### src/rtl/sparc_fetch_stage_if.sv
// sparc_fetch_stage_if: fetch-stage control inputs, instr-mem port and IF/ID outputs
interface sparc_fetch_stage_if;
  logic        stall_if;
  logic        branch_taken;
  logic [31:0] branch_target;
  logic        annul_ds;
  logic [31:0] instr_in;
  logic [31:0] pc_if;
  logic [31:0] npc_if;
  logic [31:0] instr_id;
  logic [31:0] pc_id;
  logic [31:0] npc_id;
  logic        valid_id;
  logic [31:0] fetch_count;
  modport master (
    output stall_if, branch_taken, branch_target, annul_ds, instr_in,
    input  pc_if, npc_if, instr_id, pc_id, npc_id, valid_id, fetch_count
  );
  modport slave (
    input  stall_if, branch_taken, branch_target, annul_ds, instr_in,
    output pc_if, npc_if, instr_id, pc_id, npc_id, valid_id, fetch_count
  );
endinterface

### src/rtl/sparc_fetch_stage.sv
// sparc_fetch_stage: SPARC PC/nPC fetch with delay-slot redirect, annul, stall and IF/ID register
module sparc_fetch_stage #(
  parameter logic [31:0] RESET_PC  = 32'd0,
  parameter logic [31:0] RESET_NPC = 32'd4,
  parameter logic [31:0] NOP_INSTR = 32'h01000000
) (
  input logic clk,
  input logic reset,
  sparc_fetch_stage_if.slave bus
);
  typedef enum logic {RST, RUN} state_t;
  state_t      state;
  logic [31:0] pc, npc, instr_q, pc_q, npc_q, cnt, nxt;
  logic        valid_q;
  assign nxt = bus.branch_taken ? {bus.branch_target[31:2], 2'b00} : npc;
  always_ff @(posedge clk)
    if (!reset) begin
      state   <= RST;
      pc      <= RESET_PC;
      npc     <= RESET_NPC;
      instr_q <= NOP_INSTR;
      pc_q    <= '0;
      npc_q   <= '0;
      valid_q <= 1'b0;
      cnt     <= '0;
    end else if (!bus.stall_if) begin
      state   <= RUN;
      pc      <= nxt;
      npc     <= nxt + 32'd4;
      instr_q <= bus.annul_ds ? NOP_INSTR : bus.instr_in;
      pc_q    <= pc;
      npc_q   <= npc;
      valid_q <= !bus.annul_ds;
      cnt     <= bus.annul_ds ? cnt : cnt + 32'd1;
    end
  // nothing live can sit in IF/ID until the first non-stalled edge after reset
  always_comb if (reset) assert (state == RUN || !valid_q);
  assign bus.pc_if       = pc;
  assign bus.npc_if      = npc;
  assign bus.instr_id    = instr_q;
  assign bus.pc_id       = pc_q;
  assign bus.npc_id      = npc_q;
  assign bus.valid_id    = valid_q;
  assign bus.fetch_count = cnt;
endmodule

### src/flat_wrapper.sv
// flat-port wrapper written by rule: the top's interface ports become plain ports
module sparc_fetch_stage_flat 
#(
  parameter logic [31:0] RESET_PC  = 32'd0,
  parameter logic [31:0] RESET_NPC = 32'd4,
  parameter logic [31:0] NOP_INSTR = 32'h01000000
)
  (clk, reset, bus_stall_if, bus_branch_taken, bus_branch_target, bus_annul_ds, bus_instr_in, bus_pc_if, bus_npc_if, bus_instr_id, bus_pc_id, bus_npc_id, bus_valid_id, bus_fetch_count);
  sparc_fetch_stage_if bus_i ();
  input logic clk;
  input logic reset;
  input wire logic [$bits(bus_i.stall_if)-1:0] bus_stall_if;
  input wire logic [$bits(bus_i.branch_taken)-1:0] bus_branch_taken;
  input wire logic [$bits(bus_i.branch_target)-1:0] bus_branch_target;
  input wire logic [$bits(bus_i.annul_ds)-1:0] bus_annul_ds;
  input wire logic [$bits(bus_i.instr_in)-1:0] bus_instr_in;
  output wire logic [$bits(bus_i.pc_if)-1:0] bus_pc_if;
  output wire logic [$bits(bus_i.npc_if)-1:0] bus_npc_if;
  output wire logic [$bits(bus_i.instr_id)-1:0] bus_instr_id;
  output wire logic [$bits(bus_i.pc_id)-1:0] bus_pc_id;
  output wire logic [$bits(bus_i.npc_id)-1:0] bus_npc_id;
  output wire logic [$bits(bus_i.valid_id)-1:0] bus_valid_id;
  output wire logic [$bits(bus_i.fetch_count)-1:0] bus_fetch_count;
  assign bus_i.stall_if = bus_stall_if;
  assign bus_i.branch_taken = bus_branch_taken;
  assign bus_i.branch_target = bus_branch_target;
  assign bus_i.annul_ds = bus_annul_ds;
  assign bus_i.instr_in = bus_instr_in;
  assign bus_pc_if = bus_i.pc_if;
  assign bus_npc_if = bus_i.npc_if;
  assign bus_instr_id = bus_i.instr_id;
  assign bus_pc_id = bus_i.pc_id;
  assign bus_npc_id = bus_i.npc_id;
  assign bus_valid_id = bus_i.valid_id;
  assign bus_fetch_count = bus_i.fetch_count;
  sparc_fetch_stage #(.RESET_PC(RESET_PC), .RESET_NPC(RESET_NPC), .NOP_INSTR(NOP_INSTR)) u_core (.clk(clk), .reset(reset), .bus(bus_i));
endmodule
### config.mk
export PLATFORM = sky130hd
export DESIGN_NAME = sparc_fetch_stage_flat
export DESIGN_NICKNAME = d
export VERILOG_FILES = /design/src/rtl/sparc_fetch_stage_if.sv /design/src/rtl/sparc_fetch_stage.sv /design/src/flat_wrapper.sv
export SDC_FILE = /design/constraint.sdc
export NUM_CORES = 1
export LEC_CHECK = 0
export BUFFER_PORTS_ARGS = -buffer_cell sky130_fd_sc_hd__buf_2
export CAP_MARGIN = 25
export CELL_PAD_IN_SITES_DETAIL_PLACEMENT = 0
export CELL_PAD_IN_SITES_GLOBAL_PLACEMENT = 1
export CORE_MARGIN = 1
export CORE_UTILIZATION = 41
export CTS_CLUSTER_SIZE = 8
export DETAILED_ROUTE_END_ITERATION = 8
export GPL_TIMING_DRIVEN = 0
export HOLD_SLACK_MARGIN = 0.02
export PLACE_DENSITY = 0.95
export SLEW_MARGIN = 10
export SYNTH_ARGS = -nofsm -noshare
export SYNTH_HDL_FRONTEND = slang
export SYNTH_SLANG_ARGS = --single-unit
export TNS_END_PERCENT = 1
### constraint.sdc
create_clock -name clk -period 6.3 [get_ports clk]
set_input_delay 1.26 -clock clk [delete_from_list [all_inputs] [get_ports clk]]
set_output_delay 1.26 -clock clk [all_outputs]
set_load 0.1 [all_outputs]
==> results.md <==
* Die span in x at approximately 150 um
* Pwr dens at 282 nW/um^2
* P&R area growth vs syn at 26.3%
* Setup Skew at ~14 ps
* Full die area at 21200 um^2
* Crit start category: input port
* Number of synthesized flops with an enable pin at 0
* Status: finished, final reports clean
* I/O Pins at 262
* Post-route DRC violation count at 0
* Mean Syn Cell Area at 8.68 um^2
* Hpwl dp at between 20 and 25 mm
* Hold-fix buffers, CTS at 0
* Drt total wl at 27.6 mm
* Post-synthesis async set-or-reset flop share at 0
* Tot Pwr at between 3 and 4 mW
* Count of cell types in the netlist at 66
* CTS sink cnt at between 150 and 200
* PnR worst setup slack at 1720 ps
* Endpoints failing setup at 0
* Warnings from Yosys at 0
* Max transition margin at 0.310
* Clk pin slew, worst setup/hold paths at approximately 80 ps
* Row Count at 52
* Nets at roughly 1300
* Worst VDD drop at between 0.00015 and 0.0002 V
* WS Path Type: input port to flip-flop
* Via density at approximately 5.4
* Initial DRC count at 491
* Antenna Cells at 0
* Max-Cap Viols at 0
* Later-pin clock latency in the skew report at 440 ps
* First-pass GRT wire length at 42.9 mm
* Share of cells above drive strength 1 at 0.261
* Pins Over Slew Limit at 0
* Slew @ Worst Pin at between 1000 and 1500 ps
* Via count of the routed design at around 8300
* Initial core utilization at 0.418
* Port bufs at 249
* Postcts setup bufs at 0
* Endpoint class of the critical path: flip-flop
* Drt pass-1 iters at 5
* Post-DR wirelength/cell at 18.0 um
* Core Area at 20200 um^2
* F_max at 0.219 GHz
* Shortest period the worst path allows at 4580 ps
* TritonCTS clock tree: yes
* Tot GR Track Use at 0.261
* Synthesized area at 8460 um^2
* Total grt overflow at 0
* Worst min path class: flip-flop to flip-flop
* H-tree Lvls at 4
* Num CTS Buffers at 17
* Static Leakage at 4.86 nW
* Final period util at 0.726
* Post-synthesis register bit count at approximately 190
* Top_reg_cell synth: dfxtp_1
* Setup_tns at 0 ps
* Max Root-Sink Buffers at 2
* Final Hold Viols at 0
* Required time of the worst setup path at about 6600 ps
* Post_cts resized at 0
* Post-Place Worst Slack at 1380 ps
* Antenna-violating nets left at 0
* RSZ-0062 raised after global routing: false
* Pin count of the biggest net entering global routing at 20
* Initial antenna violation count at 1
* Number of global-route vias before repair at roughly 7800
* CTS Root Cell: clkbuf_16
* Synth Instances at 974
* Worst EP arrival at 4870 ps
* RePlAce Congestion at 0.939
* Post-synthesis sequential area ratio at 0.438
* Die Ht at 146 um
* Crit Path Max Fanout at 10
-- power by group --
| group | leakage [nW] | total, mW | switching [mW] | internal, mW |
|---|---|---|---|---|
| combinational | 3.05 | 0.631 | 0.507 | 0.124 |
| clock | 0.301 | 1.12 | 0.535 | 0.584 |
| sequential | 1.51 | 1.26 | 0.0451 | 1.21 |
| total | 4.86 | 3.01 | 1.09 | 1.92 |
-- worst max-delay path: stages --
cell and delay [ps]:
buf_6 130, buf_4 210, buf_2 310, buf_2 310, buf_2 310, mux2_2 230, ha_1 300, nand4_1 150
nor3_2 420, o2111ai_1 390, buf_2 300, or2_2 280, a31oi_1 160, a31oi_1 90
-- metal layers --
metal  wire [um]  track usage  vias to the layer above
li1            -            -                     3963
met1       12100        0.345                     3864
met2       12500        0.417                      399
met3        2340       0.0527                       52
met4         683        0.101                        2
met5          12            0                        -
-- cells in the final DEF (no fill, tap or decap), types with 5 or more instances in the layout --
master	count
a211oi_1	9
a21oi_1	48
a22oi_1	38
a31oi_1	12
and2_1	10
and3_1	6
and4_1	7
buf_1	12
buf_2	261
buf_4	9
clkbuf_1	39
clkbuf_16	17
conb_1	8
dfxtp_1	185
inv_1	8
inv_8	5
mux2_2	5
mux2i_1	82
nand2_1	52
nand3_1	33
nand3b_1	11
nand4_1	11
nor2_1	186
nor3_1	29
nor4_1	7
o21a_1	6
o21ai_0	36
or3_1	12
xnor2_1	23
xor2_1	23
-- metrics by stage --
stage	hold slack [ps]	util	std cells	instance area [um^2]
after global placement	457	0.498	1500	10100
after CTS	491	0.528	1532	10700
after global routing	515	0.528	1532	10700
final	490	0.528	1532	10700
after floorplan	890	-	981	8480
after detailed placement	473	0.498	1500	10100
-- sequential cells by signal, summed over array words and instances (netlist names) --
| signal | flops |
|---|---|
| u_core.bus.npc_id | 30 |
| u_core.bus.pc_id | 30 |
| u_core.bus.fetch_count | 32 |
| u_core.bus.instr_id | 32 |
| u_core.bus.pc_if | 30 |
| u_core.bus.valid_id | 1 |
| u_core.bus.npc_if | 30 |
-- Yosys cell counts, types with 23 or more instances --
library cell  count  area share
a21oi_1          48       0.028
a22oi_1          38       0.034
clkbuf_1         39       0.017
dfxtp_1         185        0.44
mux2i_1          82       0.097
nand2_1          52       0.023
nand3_1          33       0.020
nor2_1          186       0.083
nor3_1           29       0.017
o21ai_0          36       0.021
xnor2_1          23       0.024
xor2_1           23       0.024
-- worst paths after layout --
kind,from,end,slack (ps),cells after the start
worst min-delay path,u_core.bus.valid_id,u_core.bus.valid_id,490,2
worst min register to register,u_core.bus.valid_id,u_core.bus.valid_id,490,2
worst max-delay path,bus_branch_taken,u_core.bus.npc_if[24],1720,14
worst max register to register,u_core.bus.npc_if[2],u_core.bus.npc_if[24],3330,9
-- logic make-up after synthesis --
group	count (synthesis)	share of synthesized area
buf+inv	84	0.0462
fa+ha+maj	2	0.00296
compound gates	179	0.138
xor+xnor	46	0.0476
simple gates	390	0.223
other cells	1	0.000443
mux	87	0.104
flops	185	0.438
-- cell type report --
class / instances / area [um^2]
sequential: 185 / 3700
clock inverter: 14 / 171
clock buffer: 18 / 439
buffer: 75 / 357
inverter: 9 / 33.8
tap: 270 / 338
timing repair buffer: 249 / 1250
fill: 1968 / 9560
multi-input combinational: 712 / 4390
Note: power is estimated with default switching activity, not from simulation.
